[src/rtl/uart_pkg.sv]
// Shared definitions for the UART transmitter: parity modes, tx state
// encoding and an elaboration-time clog2 helper.
package uart_pkg;

    localparam int PARITY_NONE = 0;
    localparam int PARITY_ODD  = 1;
    localparam int PARITY_EVEN = 2;

    typedef enum logic [2:0] {
        ST_IDLE,
        ST_START,
        ST_DATA,
        ST_PARITY,
        ST_STOP
    } tx_state_e;

    // Returns at least 1 so a counter sized from it is never zero-width.
    function automatic int clog2(input int value);
        int result;
        int rem;
        result = 0;
        rem    = value - 1;
        while (rem > 0) begin
            result = result + 1;
            rem    = rem >> 1;
        end
        return (result < 1) ? 1 : result;
    endfunction

endpackage

[src/rtl/uart_bit_timer.sv]
// Bit-period counter: counts 0..CLKS_PER_BIT-1 and flags the last cycle of
// each bit. Held at zero while restart is high.
module uart_bit_timer
    import uart_pkg::*;
#(
    parameter int CLKS_PER_BIT = 8
) (
    input  logic clk_8mhz,
    input  logic rst,
    input  logic restart,
    output logic bit_end
);

    localparam int CNT_W = clog2(CLKS_PER_BIT);
    localparam logic [CNT_W-1:0] CNT_MAX = CNT_W'(CLKS_PER_BIT - 1);

    logic [CNT_W-1:0] cnt;

    always_ff @(posedge clk_8mhz or posedge rst) begin
        if (rst)
            cnt <= '0;
        else if (restart || bit_end)
            cnt <= '0;
        else
            cnt <= cnt + 1'b1;
    end

    assign bit_end = (cnt == CNT_MAX);

endmodule

[src/rtl/uart_tx_param.sv]
// Parametrised UART transmitter: valid/ready word input, configurable bit
// period, data width, parity and stop bits; frames run back-to-back.
module uart_tx_param
    import uart_pkg::*;
#(
    parameter int CLKS_PER_BIT = 8,
    parameter int DATA_BITS    = 8,
    parameter int PARITY       = 0,
    parameter int STOP_BITS    = 1
) (
    input  logic                 clk_8mhz,
    input  logic                 rst,
    input  logic [DATA_BITS-1:0] in_data,
    input  logic                 in_valid,
    output logic                 in_ready,
    output logic                 tx_wire,
    output logic                 busy,
    output logic                 done
);

    generate
        if (CLKS_PER_BIT < 2) begin : g_bad_clks
            $error("uart_tx_param: CLKS_PER_BIT must be >= 2");
        end
        if (DATA_BITS < 5 || DATA_BITS > 9) begin : g_bad_data
            $error("uart_tx_param: DATA_BITS must be 5..9");
        end
        if (PARITY != PARITY_NONE && PARITY != PARITY_ODD && PARITY != PARITY_EVEN) begin : g_bad_par
            $error("uart_tx_param: PARITY must be 0, 1 or 2");
        end
        if (STOP_BITS != 1 && STOP_BITS != 2) begin : g_bad_stop
            $error("uart_tx_param: STOP_BITS must be 1 or 2");
        end
    endgenerate

    localparam int IDX_MAX = (DATA_BITS > STOP_BITS) ? DATA_BITS : STOP_BITS;
    localparam int IDX_W   = clog2(IDX_MAX);
    localparam logic [IDX_W-1:0] DATA_LAST = IDX_W'(DATA_BITS - 1);
    localparam logic [IDX_W-1:0] STOP_LAST = IDX_W'(STOP_BITS - 1);
    localparam logic             HAS_PAR   = (PARITY != PARITY_NONE);
    localparam logic             PAR_INV   = (PARITY == PARITY_ODD);

    tx_state_e            state, state_nxt;
    logic [IDX_W-1:0]     bit_idx, bit_idx_nxt;
    logic [DATA_BITS-1:0] shreg, shreg_nxt;
    logic                 par_bit, par_nxt;
    logic                 tx_nxt;
    logic                 bit_end;
    logic                 accept;

    uart_bit_timer #(.CLKS_PER_BIT(CLKS_PER_BIT)) u_timer (
        .clk_8mhz (clk_8mhz),
        .rst      (rst),
        .restart  (state == ST_IDLE),
        .bit_end  (bit_end)
    );

    assign busy     = (state != ST_IDLE);
    assign done     = (state == ST_STOP) && (bit_idx == STOP_LAST) && bit_end;
    assign in_ready = (state == ST_IDLE) || done;
    assign accept   = in_valid && in_ready;

    always_comb begin
        state_nxt   = state;
        bit_idx_nxt = bit_idx;
        shreg_nxt   = shreg;
        par_nxt     = par_bit;
        tx_nxt      = 1'b1;

        if (accept) begin
            shreg_nxt = in_data;
            par_nxt   = (^in_data) ^ PAR_INV;
        end

        case (state)
            ST_IDLE: begin
                if (accept)
                    state_nxt = ST_START;
            end
            ST_START: begin
                if (bit_end) begin
                    state_nxt   = ST_DATA;
                    bit_idx_nxt = '0;
                end
            end
            ST_DATA: begin
                if (bit_end) begin
                    shreg_nxt = shreg >> 1;
                    if (bit_idx == DATA_LAST) begin
                        state_nxt   = HAS_PAR ? ST_PARITY : ST_STOP;
                        bit_idx_nxt = '0;
                    end else begin
                        bit_idx_nxt = bit_idx + 1'b1;
                    end
                end
            end
            ST_PARITY: begin
                if (bit_end) begin
                    state_nxt   = ST_STOP;
                    bit_idx_nxt = '0;
                end
            end
            ST_STOP: begin
                if (bit_end) begin
                    if (bit_idx == STOP_LAST) begin
                        // Accept on the done cycle chains straight into a new start bit.
                        state_nxt   = accept ? ST_START : ST_IDLE;
                        bit_idx_nxt = '0;
                    end else begin
                        bit_idx_nxt = bit_idx + 1'b1;
                    end
                end
            end
            default: state_nxt = ST_IDLE;
        endcase

        case (state_nxt)
            ST_START:  tx_nxt = 1'b0;
            ST_DATA:   tx_nxt = shreg_nxt[0];
            ST_PARITY: tx_nxt = par_nxt;
            default:   tx_nxt = 1'b1;
        endcase
    end

    always_ff @(posedge clk_8mhz or posedge rst) begin
        if (rst) begin
            state   <= ST_IDLE;
            bit_idx <= '0;
            shreg   <= '0;
            par_bit <= 1'b0;
            tx_wire <= 1'b1;
        end else begin
            state   <= state_nxt;
            bit_idx <= bit_idx_nxt;
            shreg   <= shreg_nxt;
            par_bit <= par_nxt;
            tx_wire <= tx_nxt;
        end
    end

endmodule
[config.mk]
export PLATFORM = sky130hd
export DESIGN_NAME = uart_tx_param
export DESIGN_NICKNAME = d
export VERILOG_FILES = /design/src/rtl/uart_pkg.sv /design/src/rtl/uart_bit_timer.sv /design/src/rtl/uart_tx_param.sv
export SDC_FILE = /design/constraint.sdc
export NUM_CORES = 1
export LEC_CHECK = 0
export ABC_CLOCK_PERIOD_IN_PS = 1900
export BUFFER_PORTS_ARGS = -buffer_cell sky130_fd_sc_hd__buf_2
export CAP_MARGIN = 20
export CORE_UTILIZATION = 30
export CTS_CLUSTER_SIZE = 14
export DETAILED_ROUTE_END_ITERATION = 7
export MAX_ROUTING_LAYER = met4
export SETUP_SLACK_MARGIN = 0.2
export SYNTH_ARGS = -nofsm -noshare
export SYNTH_HDL_FRONTEND = slang
export SYNTH_HIERARCHICAL = 1
export SYNTH_SLANG_ARGS = --single-unit
[constraint.sdc]
create_clock -name clk_8mhz -period 1.9 [get_ports clk_8mhz]
set_input_delay 0.38 -clock clk_8mhz [delete_from_list [all_inputs] [get_ports clk_8mhz]]
set_output_delay 0.38 -clock clk_8mhz [all_outputs]
set_load 0.01 [all_outputs]
==> qor.yml, run 1 <==
layout-drive-gt1-share: 0.333
r2r-start: "u_timer/cnt[0]"
end_kind: "output pin"
yosys.area_share.xor_xnor: 0.0560
slew_viol_final: 0
worst-endpoint-arrival_ps: 1510
max_freq_mhz: 529
ys_types: 29
port_buffers: 14
worst-slew-pin-transition_ps: 647
crit_chain: "ha_2 -> ha_4 -> nand3b_1 -> nor4_2 -> buf_2"
hp-class: "in2reg"
nets: 161
maxCapViolCount: 0
place_congestion: 0.800
synthesis.nets: 132
max_slew_margin: 0.568
reg2reg_to: "shreg[5]"
grt_antenna_before_repair: 0
numCtsBuffers: 3
reg2reg_setup_slack_ps: 30
grt_overflow: 0
setup_viol: 0
ys_warn_count: 6
syn_area_per_cell_um2: 9.44
ys_seq_area_frac: 0.435
drt-pass1-iter-count: 4
fin_tns_setup_ps: 0
grt_pass1_vias: 939
use_met2: 0.243
ys_ff_latch: 19
htree_levels: 1
wire_per_inst_um: 12.9
cts_tree: "built"
worstHoldEndpoint: "shreg[1]"
hp-start: "in_data[1]"
synth-compound-area-share: 0.163
drc: 0
grt_start_max_net_pins: 17
rows: 21
path_class: "reg2out"
worstRegToRegCells: 9
p_leak_uw: 0.000588
drt_iter0_markers: 26
grt.total_usage: 0.137
syn_area_um2: 1090
initial_core_util: 0.321
synthCells: 116
clock_path_buffers: 2
rsz0062_at_grt: "true"
muxShareOfSynthArea: 0.0731
coreArea_um2: 3420
met3_usage: 0.0347
clk_latency_ps: 300
detailed_place_hpwl_mm: 1.71
cts-root-buf: "clkbuf_4"
clkTransAtPathRegs_ps: 110
status: "completed"
critPathSlowestCell: "dfrtp_1"
drt.antenna.violating_nets: 0
fp.dieH_um: 62.4
finClkSkew_ps: 6.21
fin_crit_sh: 0.995
post_synth_fa_ha_maj_area_fraction: 0.0571
fin_crit_ps: 1890
fp.dieW_um: 62.4
grt.busiest_layer: "met2"
final_util: 0.412
ios: 15
irDropWorstVdd_mv: 0.676
hold-path-cell-count: 3
area_growth_pct: 28.5
cp.required_ps: 1520
cp-start-kind: "flop"
power.density_nw_per_um2: 1210
vias_per_cell: 4.81
final_hold_viol_count: 0
n_antenna_cell: 0
synth-simple-area-share: 0.151
wl_mm: 2.45
grtUsageMet1: 0.148
dieArea_um2: 3900
cpPeakStageDelay_ps: 370
clkSinkCount: 19
critPathMaxFanout: 3
synth_top_family_by_area: "compound AO/OA/AOI/OAI gates"
grt_first_pass_wirelength_mm: 4.07
vias: 914
worst max-delay path, delay by kind of cell, from the launching register on:
kind | cells | cell delay (ps)
adders and majority gates | 2 | 320
buffers and inverters | 1 | 170
DFF | 1 | 370
and+or+nand+nor | 2 | 350
routing by layer:
layer  share of wire  wire, µm  up-vias
li1                -         -      451
met1            0.41      1000      439
met2            0.54      1320       20
met3           0.038        94        4
met4           0.011        28        0
met5               0         0        -
how the worst max path moves through the flow:
stage                   start  endpoint  slack [ps]  depth (start not counted)
6_report       u_timer/cnt[0]      done           9                          5
4_1_cts        u_timer/cnt[0]      done         -40                          5
5_1_grt            bit_idx[0]   tx_wire         -90                          8
3_3_place_gp       bit_idx[0]  shreg[6]         180                          7
2_1_floorplan  u_timer/cnt[0]      done         270                          4
3_5_place_dp   u_timer/cnt[0]  shreg[7]         130                          7
cells in the mapped netlist:
| cell type | count | area (µm²) |
|---|---|---|
| o21ai_1 | 5 | 25.0 |
| nor2_1 | 7 | 26.3 |
| a21oi_4 | 1 | 16.3 |
| clkbuf_1 | 1 | 3.75 |
| a22o_1 | 1 | 8.76 |
| a21oi_1 | 6 | 30.0 |
| dfrtp_1 | 18 | 450 |
| a21oi_2 | 1 | 8.76 |
| a21boi_0 | 1 | 7.51 |
| a22oi_1 | 1 | 7.51 |
| nand3b_1 | 3 | 22.5 |
| nor3b_1 | 2 | 15.0 |
| dfstp_2 | 1 | 26.3 |
| o21a_1 | 1 | 7.51 |
| inv_1 | 9 | 33.8 |
| or3b_4 | 1 | 11.3 |
| nor4_1 | 1 | 6.26 |
| o2bb2ai_1 | 1 | 8.76 |
| xnor2_1 | 7 | 61.3 |
| nor3_1 | 2 | 10.0 |
| ha_1 | 5 | 62.6 |
| buf_6 | 2 | 22.5 |
| nand2_1 | 14 | 52.6 |
| buf_2 | 2 | 10.0 |
| nand3_1 | 3 | 15.0 |
| nor2b_1 | 1 | 6.26 |
| a32oi_1 | 1 | 8.76 |
| mux2i_1 | 8 | 80.1 |
| o21ai_0 | 10 | 50.1 |
placed cells by master (no fill, tap or decap), drive strengths merged, types with 2 or more instances in the layout:
master,count
inv,9
xnor2,7
clkbuf,4
dfrtp,18
nor3b,2
buf,28
mux2i,8
nor2,7
ha,5
o21ai,15
a21oi,8
nor3,2
nand3b,3
nand3,3
nand2,14
flip-flops by register name, summed over array words and instances (netlist names):
signal,flops
shreg,8
bit_idx,3
u_timer/cnt,3
state,3
tx_wire,1
par_bit,1
metrics by stage:
step | power (µW) | worst slack (ps) | hold slack, ps | instances | area [µm²]
after floorplan | 1160 | 266 | 134 | 116 | 1100
after global placement | 1300 | 179 | 255 | 177 | 1230
after detailed placement | 1330 | 128 | 266 | 177 | 1230
after CTS | 1660 | -37.0 | 361 | 189 | 1370
after global routing | 1850 | -90.5 | 377 | 190 | 1410
final | 1710 | 9.39 | 383 | 190 | 1410
kinds of logic (layout without fill, tap and decap cells):
kind of cell | Yosys count | count (layout)
compound gates | 29 | 29
xor+xnor | 7 | 7
fa+ha+maj | 5 | 5
buf+inv | 14 | 42
flops | 19 | 19
mux | 8 | 8
simple gates | 34 | 34
area by class of cell:
| type | count | area [µm²] |
|---|---|---|
| Fill cell | 362 | 2010 |
| Tap cell | 46 | 57.6 |
| Sequential cell | 19 | 478 |
| Clock buffer | 4 | 26.3 |
| Multi-Input combinational cell | 83 | 611 |
| Inverter | 9 | 33.8 |
| Timing Repair Buffer | 29 | 200 |
timing repair:
action,4_1_cts,5_1_grt
hold buffers,1,0
pin swaps,4,3
hold endpoints to repair,3,0
buffers inserted,7,1
resized for setup,12,10
setup endpoints to repair,12,14
report_power, final:
part	total, µW	switching (µW)	leakage (µW)	internal (µW)
Sequential	676	93.8	0.000228	582
Clock	208	126	0.0000150	81.7
Combinational	821	427	0.000344	395
Total	1710	647	0.000588	1060
No activity file was read; power rests on OpenSTA's default activity.
==> run 2, diff against run 1 <==
--- a/config.mk
+++ b/config.mk
@@ -12,7 +12,7 @@
 export CTS_CLUSTER_SIZE = 14
 export DETAILED_ROUTE_END_ITERATION = 7
 export MAX_ROUTING_LAYER = met4
-export SETUP_SLACK_MARGIN = 0.2
+export SETUP_SLACK_MARGIN = 0.3
 export SYNTH_ARGS = -nofsm -noshare
 export SYNTH_HDL_FRONTEND = slang
 export SYNTH_HIERARCHICAL = 1
==> run 2 against run 1 <==
Effect of this change: count of clock-buffer cells in the layout shrank 1; worst hold slack lost 47 ps; core utilization grew 2.6 points; non-clock buffer count grew 9; combinational power grew 18%; wire length grew 2.8%; first-iteration DRC count shrank 31%; critical path depth is the same; power grew 9.0%; clock power grew 4%; register-to-register slack gained 50 ps; critical path type unchanged; critical endpoint is now in_ready; largest power group unchanged.
==> qor.yml, run 2 (synthesis gave the netlist of run 1 again) <==
status: "completed"
clk_latency_ps: 310
largest_register_ffs: 8
coreArea_um2: 3420
max_freq_mhz: 539
reg2reg_setup_slack_ps: 80
worstHoldEndpoint: "shreg[7]"
layout-drive-gt1-share: 0.379
port_buffers: 14
startpoint: "u_timer/cnt[0]"
place_congestion: 0.841
layout_common_cells: "dfrtp_1, buf_4, nand2_1, buf_2"
numCtsBuffers: 3
area_growth_pct: 36.7
grt_start_max_net_pins: 17
rsz0062_at_grt: "true"
clkTransAtPathRegs_ps: 120
power.density_nw_per_um2: 1240
cp-start-kind: "flop"
final_common_cell: "dfrtp_1"
slew_viol_final: 0
drc: 0
vias_per_cell: 4.78
worst-endpoint-arrival_ps: 1480
worstRegToRegCells: 9
final_util: 0.438
critPathMaxFanout: 3
grt_overflow: 0
r2r-start: "u_timer/cnt[0]"
grt.total_usage: 0.139
reg2reg_to: "tx_wire"
hp-class: "in2reg"
fp.dieW_um: 62.4
fin_crit_ps: 1860
cp.required_ps: 1520
worst-slew-pin-transition_ps: 647
drt-pass1-iter-count: 4
fillerInstances: 337
ios: 15
p_leak_uw: 0.000645
maxCapViolCount: 0
htree_levels: 1
end_kind: "output pin"
wl_mm: 2.52
nets: 170
grt_antenna_before_repair: 0
fin_tns_setup_ps: 0
detailed_place_hpwl_mm: 1.61
hp-start: "in_data[7]"
max_slew_margin: 0.568
cts-root-buf: "clkbuf_4"
hold-path-cell-count: 3
dieArea_um2: 3900
grt_first_pass_wirelength_mm: 4.15
initial_core_util: 0.321
setup_viol: 0
regMostFlops: "shreg"
drt_iter0_markers: 18
cts_tree: "built"
wire_per_inst_um: 12.7
finClkSkew_ps: 6.17
grt_pass1_vias: 945
irDropWorstVdd_mv: 0.483
n_antenna_cell: 0
clkSinkCount: 19
fp.dieH_um: 62.4
final_hold_viol_count: 0
drt.antenna.violating_nets: 0
vias: 952
fin_crit_sh: 0.977
path_class: "reg2out"
rows: 21
clock_path_buffers: 2
-- run 2: cell types whose count changed in the layout (fill, tap and decap cells not counted), sizes merged --
cell	previous run	this run
buf	28	37
clkbuf	4	3
clkinv	0	1
-- run 2: stage by stage --
step	total power (µW)	instances	instance area [µm²]	worst slack, ps	hold slack (ps)
floorplan	1160	116	1100	290	134
global placement	1310	177	1240	167	252
detailed placement	1320	177	1240	162	260
CTS	1740	193	1430	20.6	326
global route	2000	199	1500	-41.2	358
finish	1860	199	1500	44.1	336
-- run 2: power by group --
group | internal, µW | total [µW] | switching [µW] | leakage, µW
Sequential | 581 | 674 | 92.5 | 0.000230
Clock | 78.6 | 216 | 138 | 0.0000177
Combinational | 508 | 968 | 460 | 0.000397
Total | 1170 | 1860 | 690 | 0.000645
-- run 2: critical path, stage by stage, from the launching register on --
cell and delay [ps]:
dfrtp_1 370, ha_2 190, ha_4 130, nand3b_1 140
a21boi_1 190, buf_2 160
-- run 2: area by class of cell --
cell class              instances  area [µm²]  area share
multi-input cells              83         616       0.411
inverters                       9        33.8      0.0226
clock inverters                 1        5.00     0.00334
repair buffers                 38         285       0.191
flip-flops and latches         19         477       0.319
well taps                      46        57.6      0.0385
clock buffers                   3        22.5      0.0151
-- run 2: routing by layer --
metal / vias to the layer above / global-route usage / part of all wire
li1: 471 / - / -
met3: 4 / 0.0182 / 0.026
met5: - / - / 0
met4: 0 / 0.0843 / 0.021
met1: 459 / 0.161 / 0.43
met2: 18 / 0.227 / 0.52
-- run 2: repair_timing --
item | in CTS | in global routing
pin swaps | 5 | 3
hold buffers | 1 | 0
setup endpoints to repair | 12 | 17
gates resized for setup | 19 | 9
buffers inserted | 11 | 6
hold endpoints to repair | 3 | 0
-- run 2: worst max path at each step --
stage / end / slack (ps) / depth (start not counted)
detailed placement: in_ready / 160 / 5
finish: in_ready / 40 / 5
global route: shreg[3] / -40 / 9
global placement: in_ready / 170 / 5
CTS: in_ready / 20 / 5
floorplan: in_ready / 290 / 4
==> run 3, diff against run 2 <==
--- a/config.mk
+++ b/config.mk
@@ -8,6 +8,7 @@
 export ABC_CLOCK_PERIOD_IN_PS = 1900
 export BUFFER_PORTS_ARGS = -buffer_cell sky130_fd_sc_hd__buf_2
 export CAP_MARGIN = 20
+export CORE_MARGIN = 2
 export CORE_UTILIZATION = 30
 export CTS_CLUSTER_SIZE = 14
 export DETAILED_ROUTE_END_ITERATION = 7
==> run 3 against run 2 <==
Effect of this change: sequential power barely moved; critical path depth unchanged; largest cell class unchanged; worst hold slack better by 24 ps; wire length up 0.20%; non-clock buffer count is 3 lower.
==> qor.yml, run 3 (synthesis gave the netlist of run 1 again) <==
nets: 167
setup_viol: 0
status: "completed"
end_kind: "output pin"
layout-drive-gt1-share: 0.380
clk_latency_ps: 300
grt_pass1_vias: 948
numCtsBuffers: 3
fin_area_um2: 1480
grt_first_pass_wirelength_mm: 4.04
grt_antenna_before_repair: 0
max_slew_margin: 0.572
maxCapViolCount: 0
area_growth_pct: 35.4
clkTransAtPathRegs_ps: 120
wire_per_inst_um: 12.9
final_hold_viol_count: 0
vias: 959
cp.required_ps: 1520
fin_crit_sh: 0.984
path_class: "reg2out"
finClkSkew_ps: 9.02
grt_overflow: 0
drt_iter0_markers: 9
hp-class: "in2reg"
cts_tree: "built"
fp.dieW_um: 64.4
max_freq_mhz: 535
wl_mm: 2.53
drt-pass1-iter-count: 4
cp-start-kind: "flop"
crit_chain: "ha_2 -> ha_4 -> nand3b_1 -> a21boi_1 -> buf_2"
slew_viol_final: 0
vias_per_cell: 4.89
cts-root-buf: "clkbuf_4"
rsz0062_at_grt: "true"
final_util: 0.434
irDropWorstVdd_mv: 0.419
fin_crit_ps: 1870
coreArea_um2: 3420
grt_start_max_net_pins: 17
ios: 15
fin_tns_setup_ps: 0
drc: 0
dieArea_um2: 4150
clkSinkCount: 19
grt.total_usage: 0.129
p_leak_uw: 0.000641
regMostFlops: "shreg"
htree_levels: 1
power.density_nw_per_um2: 1240
place_congestion: 0.784
final_common_cell: "dfrtp_1"
critPathSlowestCell: "dfrtp_1"
critPathMaxFanout: 3
largest_register_ffs: 8
layout_common_cells: "dfrtp_1, buf_2, buf_4, nand2_1"
dpl-instance-area_um2: 1230
drt.antenna.violating_nets: 0
fp.dieH_um: 64.4
port_buffers: 14
n_antenna_cell: 0
detailed_place_hpwl_mm: 1.66
clock_path_buffers: 2
worst-slew-pin-transition_ps: 641
initial_core_util: 0.321
cpPeakStageDelay_ps: 370
rows: 21
worst-endpoint-arrival_ps: 1490
run 3: worst paths after layout:
check / start / to / slack [ps] / depth (start not counted)
max: u_timer/cnt[0] / in_ready / 30 / 5
min: in_data[1] / shreg[1] / 360 / 3
max reg2reg: u_timer/cnt[0] / shreg[3] / 60 / 9
min reg2reg: u_timer/cnt[0] / u_timer/cnt[0] / 440 / 1
max in group asynchronous: rst / state[2] / 760 / 3
min in group asynchronous: rst / u_timer/cnt[0] / 470 / 3
run 3: repair_timing:
item,in CTS,in global routing
gates resized for setup,14,18
hold endpoints to repair,3,0
endpoints found under the setup margin,12,14
pin swaps,5,7
cloned,0,0
hold buffers,1,0
buffers inserted,8,7
run 3: per-layer routing:
metal / vias up / wire length [µm] / track usage
li1: 468 / - / -
met1: 450 / 1070 / 0.147
met2: 31 / 1280 / 0.216
met3: 10 / 104 / 0.0226
met4: 0 / 71 / 0.0665
met5: - / 0 / -
run 3: power by group:
part           leakage [µW]  internal, µW  total, µW  switching [µW]
logic              0.000394           487        952             465
clock network     0.0000177          78.4        208             130
registers          0.000228           582        676            93.8
total              0.000641          1150       1840             689
run 3: critical path, delay by kind of cell (launching register included):
family          cells  cell delay, ps
flops               1             370
fa+ha+maj           2             310
compound gates      1             210
buf+inv             1             160
simple gates        1             140
run 3: final cells by class:
cell class | count | area (µm²)
inverter | 9 | 33.8
sequential | 19 | 478
clock inverter | 1 | 5.00
clock buffer | 3 | 22.5
tap | 46 | 57.6
fill | 345 | 1930
multi-input combinational | 83 | 619
timing repair buffer | 35 | 267
run 3: stage by stage:
step                      setup slack, ps  cells  hold slack (ps)  total power, µW
after detailed placement              176    176              261             1330
final                                31.2    196              360             1840
after CTS                            64.6    189              357             1670
after global placement                197    176              253             1300
after global routing                -18.8    196              368             1980
after floorplan                       290    116              134             1160
